## src/rtl/alu_issue_stage.sv

```systemverilog
// alu_issue_stage: ALU control decode and operand-B select,
// presented to execute through a registered 2-entry skid buffer.
module alu_issue_stage #(
  parameter int DATA_WIDTH = 32,
  parameter int CNT_WIDTH  = 8
) (
  input  logic                  clock,
  input  logic                  reset,
  input  logic                  flush,
  input  logic                  in_valid,
  output logic                  in_ready,
  input  logic [1:0]            in_alu_op,
  input  logic [5:0]            in_opcode,
  input  logic [5:0]            in_funct,
  input  logic                  in_alu_src,
  input  logic [DATA_WIDTH-1:0] in_rs_data,
  input  logic [DATA_WIDTH-1:0] in_rt_data,
  input  logic [15:0]           in_imm,
  output logic                  out_valid,
  input  logic                  out_ready,
  output logic [3:0]            out_control,
  output logic [DATA_WIDTH-1:0] out_a,
  output logic [DATA_WIDTH-1:0] out_b,
  output logic                  out_illegal,
  output logic [CNT_WIDTH-1:0]  illegal_count
);

  localparam logic [3:0] CTL_AND = 4'b0000;
  localparam logic [3:0] CTL_OR  = 4'b0001;
  localparam logic [3:0] CTL_ADD = 4'b0010;
  localparam logic [3:0] CTL_SUB = 4'b0110;
  localparam logic [3:0] CTL_SLT = 4'b0111;
  localparam logic [3:0] CTL_NOR = 4'b1100;

  localparam logic [CNT_WIDTH-1:0] CNT_ONE = 1;

  typedef struct packed {
    logic [3:0]            control;
    logic [DATA_WIDTH-1:0] a;
    logic [DATA_WIDTH-1:0] b;
    logic                  illegal;
  } entry_t;

  logic [1:0] count;
  entry_t     head;
  entry_t     tail;
  entry_t     dec;
  entry_t     shown;
  logic       push;
  logic       pop;
  logic       zext;
  logic       sat;

  assign in_ready  = (count != 2'd2);
  assign out_valid = (count != 2'd0);
  assign push      = in_valid & in_ready;
  assign pop       = out_valid & out_ready;

  // logical immediates (andi/ori) zero-extend, everything else sign-extends
  assign zext = (in_opcode == 6'b001100) |
                (in_opcode == 6'b001101);

  always_comb begin
    dec         = '0;
    dec.control = CTL_ADD;
    dec.a       = in_rs_data;
    unique case (in_alu_op)
      2'b00: dec.control = CTL_ADD;
      2'b01: dec.control = CTL_SUB;
      2'b10: begin
        case (in_funct)
          6'b100000: dec.control = CTL_ADD;
          6'b100010: dec.control = CTL_SUB;
          6'b100100: dec.control = CTL_AND;
          6'b100101: dec.control = CTL_OR;
          6'b100111: dec.control = CTL_NOR;
          6'b101010: dec.control = CTL_SLT;
          default:   dec.illegal = 1'b1;
        endcase
      end
      2'b11: begin
        case (in_opcode)
          6'b001000: dec.control = CTL_ADD;
          6'b001100: dec.control = CTL_AND;
          6'b001101: dec.control = CTL_OR;
          6'b001010: dec.control = CTL_SLT;
          default:   dec.illegal = 1'b1;
        endcase
      end
    endcase
    unique case (1'b1)
      !in_alu_src:
        dec.b = in_rt_data;
      in_alu_src & zext:
        dec.b = {{(DATA_WIDTH-16){1'b0}}, in_imm};
      in_alu_src & !zext:
        dec.b = {{(DATA_WIDTH-16){in_imm[15]}}, in_imm};
    endcase
  end

  always_ff @(posedge clock or posedge reset) begin
    if (reset) begin
      count <= 2'd0;
      head  <= '0;
      tail  <= '0;
    end else if (flush) begin
      count <= 2'd0;
    end else begin
      case ({push, pop})
        2'b10: begin
          if (count == 2'd0) head <= dec;
          else               tail <= dec;
          count <= count + 2'd1;
        end
        2'b01: begin
          head  <= tail;
          count <= count - 2'd1;
        end
        // push+pop only possible at occupancy 1
        2'b11: head <= dec;
        default: ;
      endcase
    end
  end

  assign sat = &illegal_count;

  always_ff @(posedge clock or posedge reset) begin
    if (reset) begin
      illegal_count <= '0;
    end else if (!flush && push && dec.illegal && !sat) begin
      illegal_count <= illegal_count + CNT_ONE;
    end
  end

  assign shown       = out_valid ? head : '0;
  assign out_control = shown.control;
  assign out_a       = shown.a;
  assign out_b       = shown.b;
  assign out_illegal = shown.illegal;

endmodule

```

## config.mk

```make
export PLATFORM = sky130hd
export DESIGN_NAME = alu_issue_stage
export DESIGN_NICKNAME = d
export VERILOG_FILES = /design/src/rtl/alu_issue_stage.sv
export SDC_FILE = /design/constraint.sdc
export NUM_CORES = 1
export LEC_CHECK = 0
export ABC_AREA = 0
export BUFFER_PORTS_ARGS = -buffer_cell sky130_fd_sc_hd__buf_2
export CAP_MARGIN = 20
export CELL_PAD_IN_SITES_DETAIL_PLACEMENT = 0
export CELL_PAD_IN_SITES_GLOBAL_PLACEMENT = 2
export CORE_MARGIN = 5
export CORE_UTILIZATION = 31
export DETAILED_ROUTE_END_ITERATION = 8
export GPL_TIMING_DRIVEN = 0
export PLACE_DENSITY_LB_ADDON = 0.3
export SYNTH_ARGS = -nofsm -noshare
export SYNTH_HDL_FRONTEND = slang
export SYNTH_SLANG_ARGS = --single-unit
```

## constraint.sdc

```tcl
create_clock -name clock -period 5.2 [get_ports clock]
set_input_delay 0.78 -clock clock [delete_from_list [all_inputs] [get_ports clock]]
set_output_delay 0.78 -clock clock [all_outputs]
set_load 0.005 [all_outputs]
```

==> results.py, run 1 <==
metrics = {
    "sta": {
        "worstMarginPinSlew_ns": 0.7566,
        "max_slew_margin": 0.4956,
        "report.final.hold_viol_count": 0,
        "setup_viol": 0,
        "slew_viol_final": 0,
        "fin_crit_sh": 0.5365,
        "timing.hold.ws_ns": 0.3411,
        "fmax_mhz": 358.5,
        "rsz0062_at_grt": "no",
        "fin_skew_ns": 0.01155,
        "period_needed_ns": 2.790,
    },
    "routing": {
        "wl_per_cell_um": 16.44,
        "remaining_drc_errors": 0,
        "drt_wl_total_um": 21760,
        "avgViaCountPerCell": 4.732,
        "num_vias": 6265,
        "ant_nets": 0,
        "first_pass_iters": 4,
        "drtIter0Drc": 293,
    },
    "clock_network": {
        "cts_buffers": 17,
        "clkSinkCount": 148,
        "post_cts_resized": 0,
        "htreeDepth": 4,
        "cts_root_buffer": "clkbuf_16",
        "hold_buffers": 0,
        "cts_tree": "built",
        "cts.clk_slew.worst_paths_ns": 0.07,
        "ctsLongestPathBuffers": 2,
        "cts_setup_buffers": 0,
        "clkLatencyLatePin_ns": 0.42,
    },
    "place": {
        "hpwl_um": 15760,
        "gp_congestion": 0.7359,
        "port_buffers": 176,
        "dpl_cell_area_um2": 8449,
    },
    "global_routing": {
        "grt_pass1_wl_um": 35010,
        "grt_overflow": 0,
        "antenna_found_initial": 1,
        "first_global_vias": 6303,
        "grt.total_usage": 0.1682,
        "grt_max_degree": 108,
    },
    "critical_path": {
        "crit_fanout": 10,
        "path_class": "reg2out",
        "crit_path_cell_trace": "or2_1 > buf_6 > clkbuf_1 > and2_1 > buf_2",
        "worstSetupStartpointType": "flop",
        "crit_family": "buffers and inverters",
        "endpoint_kind": "output pin",
        "slowest_delay_ns": 0.44,
        "cp.buffers_inverters": 3,
        "crit_slowest_cell": "dfrtp_1",
        "critPathArrivalTime_ns": 2.01,
        "worst_ep_required_time_ns": 4.42,
    },
    "die": {
        "core_area_um2": 22710,
        "dieArea_um2": 26290,
        "die_w_um": 162.2,
        "row_count": 55,
        "die-height_um": 162.2,
        "initial_core_util": 0.3160,
        "pin_count": 179,
    },
    "power": {
        "p_total_mw": 3.527,
        "p_leak_nw": 4.524,
        "power.density_nw_per_um2": 389.4,
        "ir_worst_vdd_v": 0.0001953,
    },
    "run": {
        "maxCapViolCount": 0,
    },
    "finish": {
        "final_nets": 1127,
        "final_area_um2": 9057,
        "final_layout_size_suffix_gt1_frac": 0.2380,
        "fin_util": 0.3988,
        "area_growth_pct": 26.20,
    },
    "yosys": {
        "ys_seq_elements": 148,
        "syn_nets": 931,
        "ys.flop_type": "dfrtp_1",
        "synth_edf_count": 0,
        "syn-cell-area_um2": 7177,
        "synthesis.instances": 830,
        "yosysUniqueCellTypes": 45,
        "yosys-top-cells-area": "dfrtp_1 (52%), nand2_1 (12%), and2_1 (6.0%)",
        "ys_seq_area_frac": 0.5160,
        "yosys_warnings": 0,
        "synth_async_sr_flop_share": 1.000,
        "yosysTopAreaCellShare": 0.5160,
        "syn_avg_cell_area_um2": 8.647,
        "synth.largest_area_cell": "dfrtp_1",
    },
    "status": {
        "status": "complete, no violations",
    },
    "min_path": {
        "hold_path_class": "in2async",
    },
}
## cells by family (layout without fill, tap and decap cells)
kind of cell               count (synthesis)  after routing  share of synthesized area
buffers and inverters                     65            273                    0.04515
other                                      0              1                          0
xor gates and xnor gates                   7              7                   0.008543
and+or+nand+nor                          428            428                     0.2692
AOI/OAI and AO/OA                        161            161                     0.1311
adders and majority gates                  1              1                   0.001743
DFF                                      148            148                     0.5160
muxes                                     20             20                    0.02824
## metal layers
metal,global-route usage,share of wire
met1,0.2397,0.49
met5,0,0.00051
met3,0.03958,0.055
met2,0.2622,0.44
met4,0.03614,0.0065
## path summary, 6_finish.rpt
| kind | from | endpoint | slack, ns | cells after the start |
|---|---|---|---|---|
| setup / recovery | count[1] | out_a[31] | 2.41 | 5 |
| hold / removal | reset | tail[56] | 0.34 | 2 |
| setup reg to reg | count[0] | head[25] | 3.20 | 7 |
| hold reg to reg | head[7] | head[7] | 0.47 | 2 |
| max in group asynchronous | reset | head[17] | 4.00 | 3 |
| min in group clock | head[7] | head[7] | 0.47 | 2 |
## stage by stage
| stage | cells | setup WS (ns) | TNS [ns] |
|---|---|---|---|
| finish | 1324 | 2.410 | 0 |
| global route | 1323 | 2.273 | 0 |
| CTS | 1323 | 2.388 | 0 |
| detailed placement | 1292 | 2.755 | 0 |
| global placement | 1291 | -1.774 | -259.79 |
| floorplan | 830 | 0.4403 | 0 |
## report_power, final
part | leakage [nW] | internal, mW | total (mW) | switching [mW]
clock network | 0.292 | 0.762 | 1.28 | 0.518
logic | 2.43 | 0.302 | 0.672 | 0.370
registers | 1.81 | 1.43 | 1.58 | 0.149
## registers in the layout (all words and copies together), names as in the netlist
signal,count
count,2
head,69
tail,69
illegal_count,8
## worst reg2reg max path, cell delays in order, from the launching register on
cell and delay (ns):
dfrtp_1 0.44, or2_1 0.26, buf_6 0.16, nand3_1 0.26, clkbuf_1 0.43, nand3_1 0.11, o21ai_0 0.11, o21ai_0 0.11
## cell type report
cell class / count / area, µm²
Antenna cell: 1 / 2.502
Buffer: 61 / 309.0
Clock buffer: 18 / 429.2
Clock inverter: 13 / 176.4
Fill cell: 2368 / 13650
Inverter: 4 / 22.52
Multi-Input combinational cell: 617 / 3149
Sequential cell: 148 / 3704
Tap cell: 285 / 356.6
Timing Repair Buffer: 177 / 908.4
## placed cells by master, fill, tap and decap left out, types with 16 or more instances in the layout
master,Yosys,layout
a31oi_1,51,51
and2_1,69,69
clkbuf_1,31,32
mux2i_1,18,18
nor2_1,69,69
dfrtp_1,148,148
nand2b_1,19,19
o21ai_0,74,74
clkbuf_16,0,17
a21oi_1,16,16
nand2_1,225,225
nand3_1,20,20
buf_2,19,195
## synth_stat cells, types with 4 or more instances
master and number:
nand2_1 225, dfrtp_1 148, o21ai_0 74, and2_1 69
nor2_1 69, a31oi_1 51, clkbuf_1 31, nand3_1 20
buf_2 19, nand2b_1 19, mux2i_1 18, a21oi_1 16
buf_4 7, xor2_1 7, nor3_1 5, buf_6 4
inv_1 4, nor3b_1 4
Power figures use the tool's default switching activity.
==> run 2: changes to the inputs <==
- ABC_AREA: 0 -> 1
- CORE_UTILIZATION: 31 -> 30
- clock period: 5.2 -> 2.7 ns (I/O delays scaled with it)
==> results.py, run 2 <==
metrics = {
    "status": {
        "status": "complete, no violations",
    },
    "routing": {
        "wl_met1_um": 11040,
        "remaining_drc_errors": 0,
        "wl_per_cell_um": 15.56,
        "num_vias": 6621,
        "avgViaCountPerCell": 4.507,
        "drt_wl_total_um": 22860,
        "dr_wl_met3_um": 925,
        "first_pass_iters": 6,
        "ant_nets": 0,
        "wl_met2_um": 10670,
        "drtIter0Drc": 351,
        "top_layer": "met4",
    },
    "clock_network": {
        "cts_root_buffer": "clkbuf_16",
        "clkLatencyLatePin_ns": 0.43,
        "htreeDepth": 4,
        "cts_tree": "built",
        "ctsLongestPathBuffers": 2,
        "cts_buffers": 17,
        "cts.clk_slew.worst_paths_ns": 0.06,
        "clkSinkCount": 148,
    },
    "finish": {
        "final_nets": 1233,
        "final_area_um2": 9311,
        "diodes": 0,
        "fillerInstances": 2578,
        "reg_top3": "head x69, tail x69, illegal_count x8",
        "layout_commonest_cell": "buf_2",
        "final_layout_size_suffix_gt1_frac": 0.2236,
        "mostFrequentLayoutCells": "buf_2 (196), nand2_1 (194), dfrtp_1 (148)",
        "area_growth_pct": 28.35,
    },
    "critical_path": {
        "reg2regPathDepth": 8,
        "path_class": "reg2out",
        "critPathArrivalTime_ns": 1.87,
        "crit_fanout": 10,
        "worstSetupStartpointType": "flop",
        "r2r_start": "count[1]",
        "endpoint_kind": "output pin",
        "worst_ep_required_time_ns": 2.30,
        "rrSetupSlack_ns": 0.57,
        "r2r-end": "head[28]",
    },
    "die": {
        "core_area_um2": 24030,
        "dieArea_um2": 27390,
        "row_count": 57,
        "initial_core_util": 0.3018,
        "die-height_um": 165.5,
        "pin_count": 179,
        "die_w_um": 165.5,
    },
    "global_routing": {
        "first_global_vias": 6551,
        "grt_overflow": 0,
        "antenna_found_initial": 0,
        "grt.total_usage": 0.1683,
        "grt_max_degree": 37,
        "grt_pass1_wl_um": 35830,
    },
    "yosys": {
        "synth.largest_area_cell": "dfrtp_1",
        "ys.flop_type": "dfrtp_1",
        "syn_avg_cell_area_um2": 7.834,
        "yosys_warnings": 0,
        "synth_async_sr_flop_share": 1.000,
        "yosysTopAreaCellShare": 0.5105,
        "synth_common_cells": "nand2_1 (194), dfrtp_1 (148), o21ai_0 (141), inv_1 (133), nor2_1 (88)",
        "yosys-top-cells-area": "dfrtp_1 (51%), nand2_1 (10%), o21ai_0 (9.7%)",
        "synth_edf_count": 0,
        "synthesis.instances": 926,
        "ys_seq_elements": 148,
        "yosysUniqueCellTypes": 32,
        "syn-cell-area_um2": 7254,
        "synthMostInstantiatedCell": "nand2_1",
        "ys_seq_area_frac": 0.5105,
        "syn_nets": 1027,
    },
    "min_path": {
        "hold_path_end": "tail[62]",
        "hold_depth": 3,
        "hold_path_class": "in2reg",
        "worstHoldStart": "in_rs_data[29]",
    },
    "sta": {
        "rsz0062_at_grt": "no",
        "fin_skew_ns": 0.01360,
        "slew_viol_final": 0,
        "setup_viol": 0,
        "worstMarginPinSlew_ns": 0.6264,
        "timing.hold.ws_ns": 0.2574,
        "period_needed_ns": 2.275,
        "max_slew_margin": 0.5824,
        "fin_crit_sh": 0.8425,
        "fmax_mhz": 439.6,
        "report.final.hold_viol_count": 0,
    },
    "place": {
        "dpl_cell_area_um2": 8657,
        "gp_congestion": 0.7832,
        "hpwl_um": 16750,
        "port_buffers": 177,
    },
    "power": {
        "p_leak_nw": 4.975,
        "ir_worst_vdd_v": 0.0003979,
        "power.density_nw_per_um2": 980.3,
    },
    "run": {
        "maxCapViolCount": 0,
    },
}
## run 2: cell count changes in the layout (fill, tap and decap cells not counted), sizes merged, moves of 5 or more
cell	delta
and2	-69
a21oi	+33
clkbuf	-5
nor2	+20
nand3	+5
o211ai	+12
a31oi	-51
buf	+7
inv	+132
nand2	-30
o21ai	+96
nand2b	-19
## run 2: kinds of logic after synthesis
kind of cell,share of synthesized area
compound gates,0.1792
buf+inv,0.1073
simple gates,0.1747
fa+ha+maj,0.001724
xor+xnor,0.007245
flops,0.5105
mux,0.01932
## run 2: area by class of cell
class                   instances  area, µm²  area share
repair buffers                188       1066      0.1145
plain buffers                  53      262.8     0.02822
flip-flops and latches        148       3704      0.3977
inverters                     137      518.0     0.05563
well taps                     324      405.4     0.04354
clock inverters                14      153.9     0.01653
clock buffers                  18      429.2     0.04609
multi-input cells             587       2773      0.2978
## run 2: power by group
group / total [mW] / internal, mW / leakage (nW) / switching, mW
sequential: 3.58 / 3.21 / 1.84 / 0.373
combinational: 3.17 / 1.22 / 2.86 / 1.96
clock: 2.37 / 1.37 / 0.278 / 1.00
## run 2: metrics by stage
step / worst slack [ns] / utilization / instances / total power [mW] / TNS, ns
after floorplan: 0.4340 / - / 926 / 5.462 / 0
after global placement: -0.7660 / 0.3557 / 1427 / 6.688 / -111.12
after detailed placement: 0.02004 / 0.3602 / 1432 / 6.761 / 0
after CTS: 0.01952 / 0.3848 / 1464 / 9.175 / 0
after global routing: 0.2783 / 0.3874 / 1469 / 9.910 / 0
final: 0.4253 / 0.3874 / 1469 / 9.128 / 0
## run 2: repair_timing
| action | CTS | global route |
|---|---|---|
| pin swaps | 0 | 1 |
| setup buffers | 0 | 5 |
| endpoints found under the hold margin | 9 | 0 |
| resized for setup | 1 | 2 |
| hold buffers | 1 | 0 |
| setup endpoints to repair | 10 | 14 |
## run 2: worst max path at each step
stage          startpoint  slack [ns]   endpoint  cells after the start
2_1_floorplan       reset        0.43   count[0]                      1
3_3_place_gp        reset       -0.77   head[18]                      2
3_5_place_dp     count[1]        0.02  out_a[28]                      5
4_1_cts          count[1]        0.02  out_b[25]                      4
5_1_grt          count[1]        0.28  out_b[16]                      5
6_report         count[1]        0.43  out_b[16]                      5
## run 2: per-layer routing
metal | vias to the layer above | track usage
li1 | 3353 | -
met1 | 3105 | 0.2354
met2 | 150 | 0.2721
met3 | 13 | 0.03326
met4 | 0 | 0.03600
met5 | - | 0
## run 2: worst max-delay path, stage by stage (launching register included)
cell	delay, ns
dfrtp_1	0.45
nor2_4	0.16
buf_12	0.13
clkbuf_1	0.40
nor2_1	0.14
buf_2	0.16
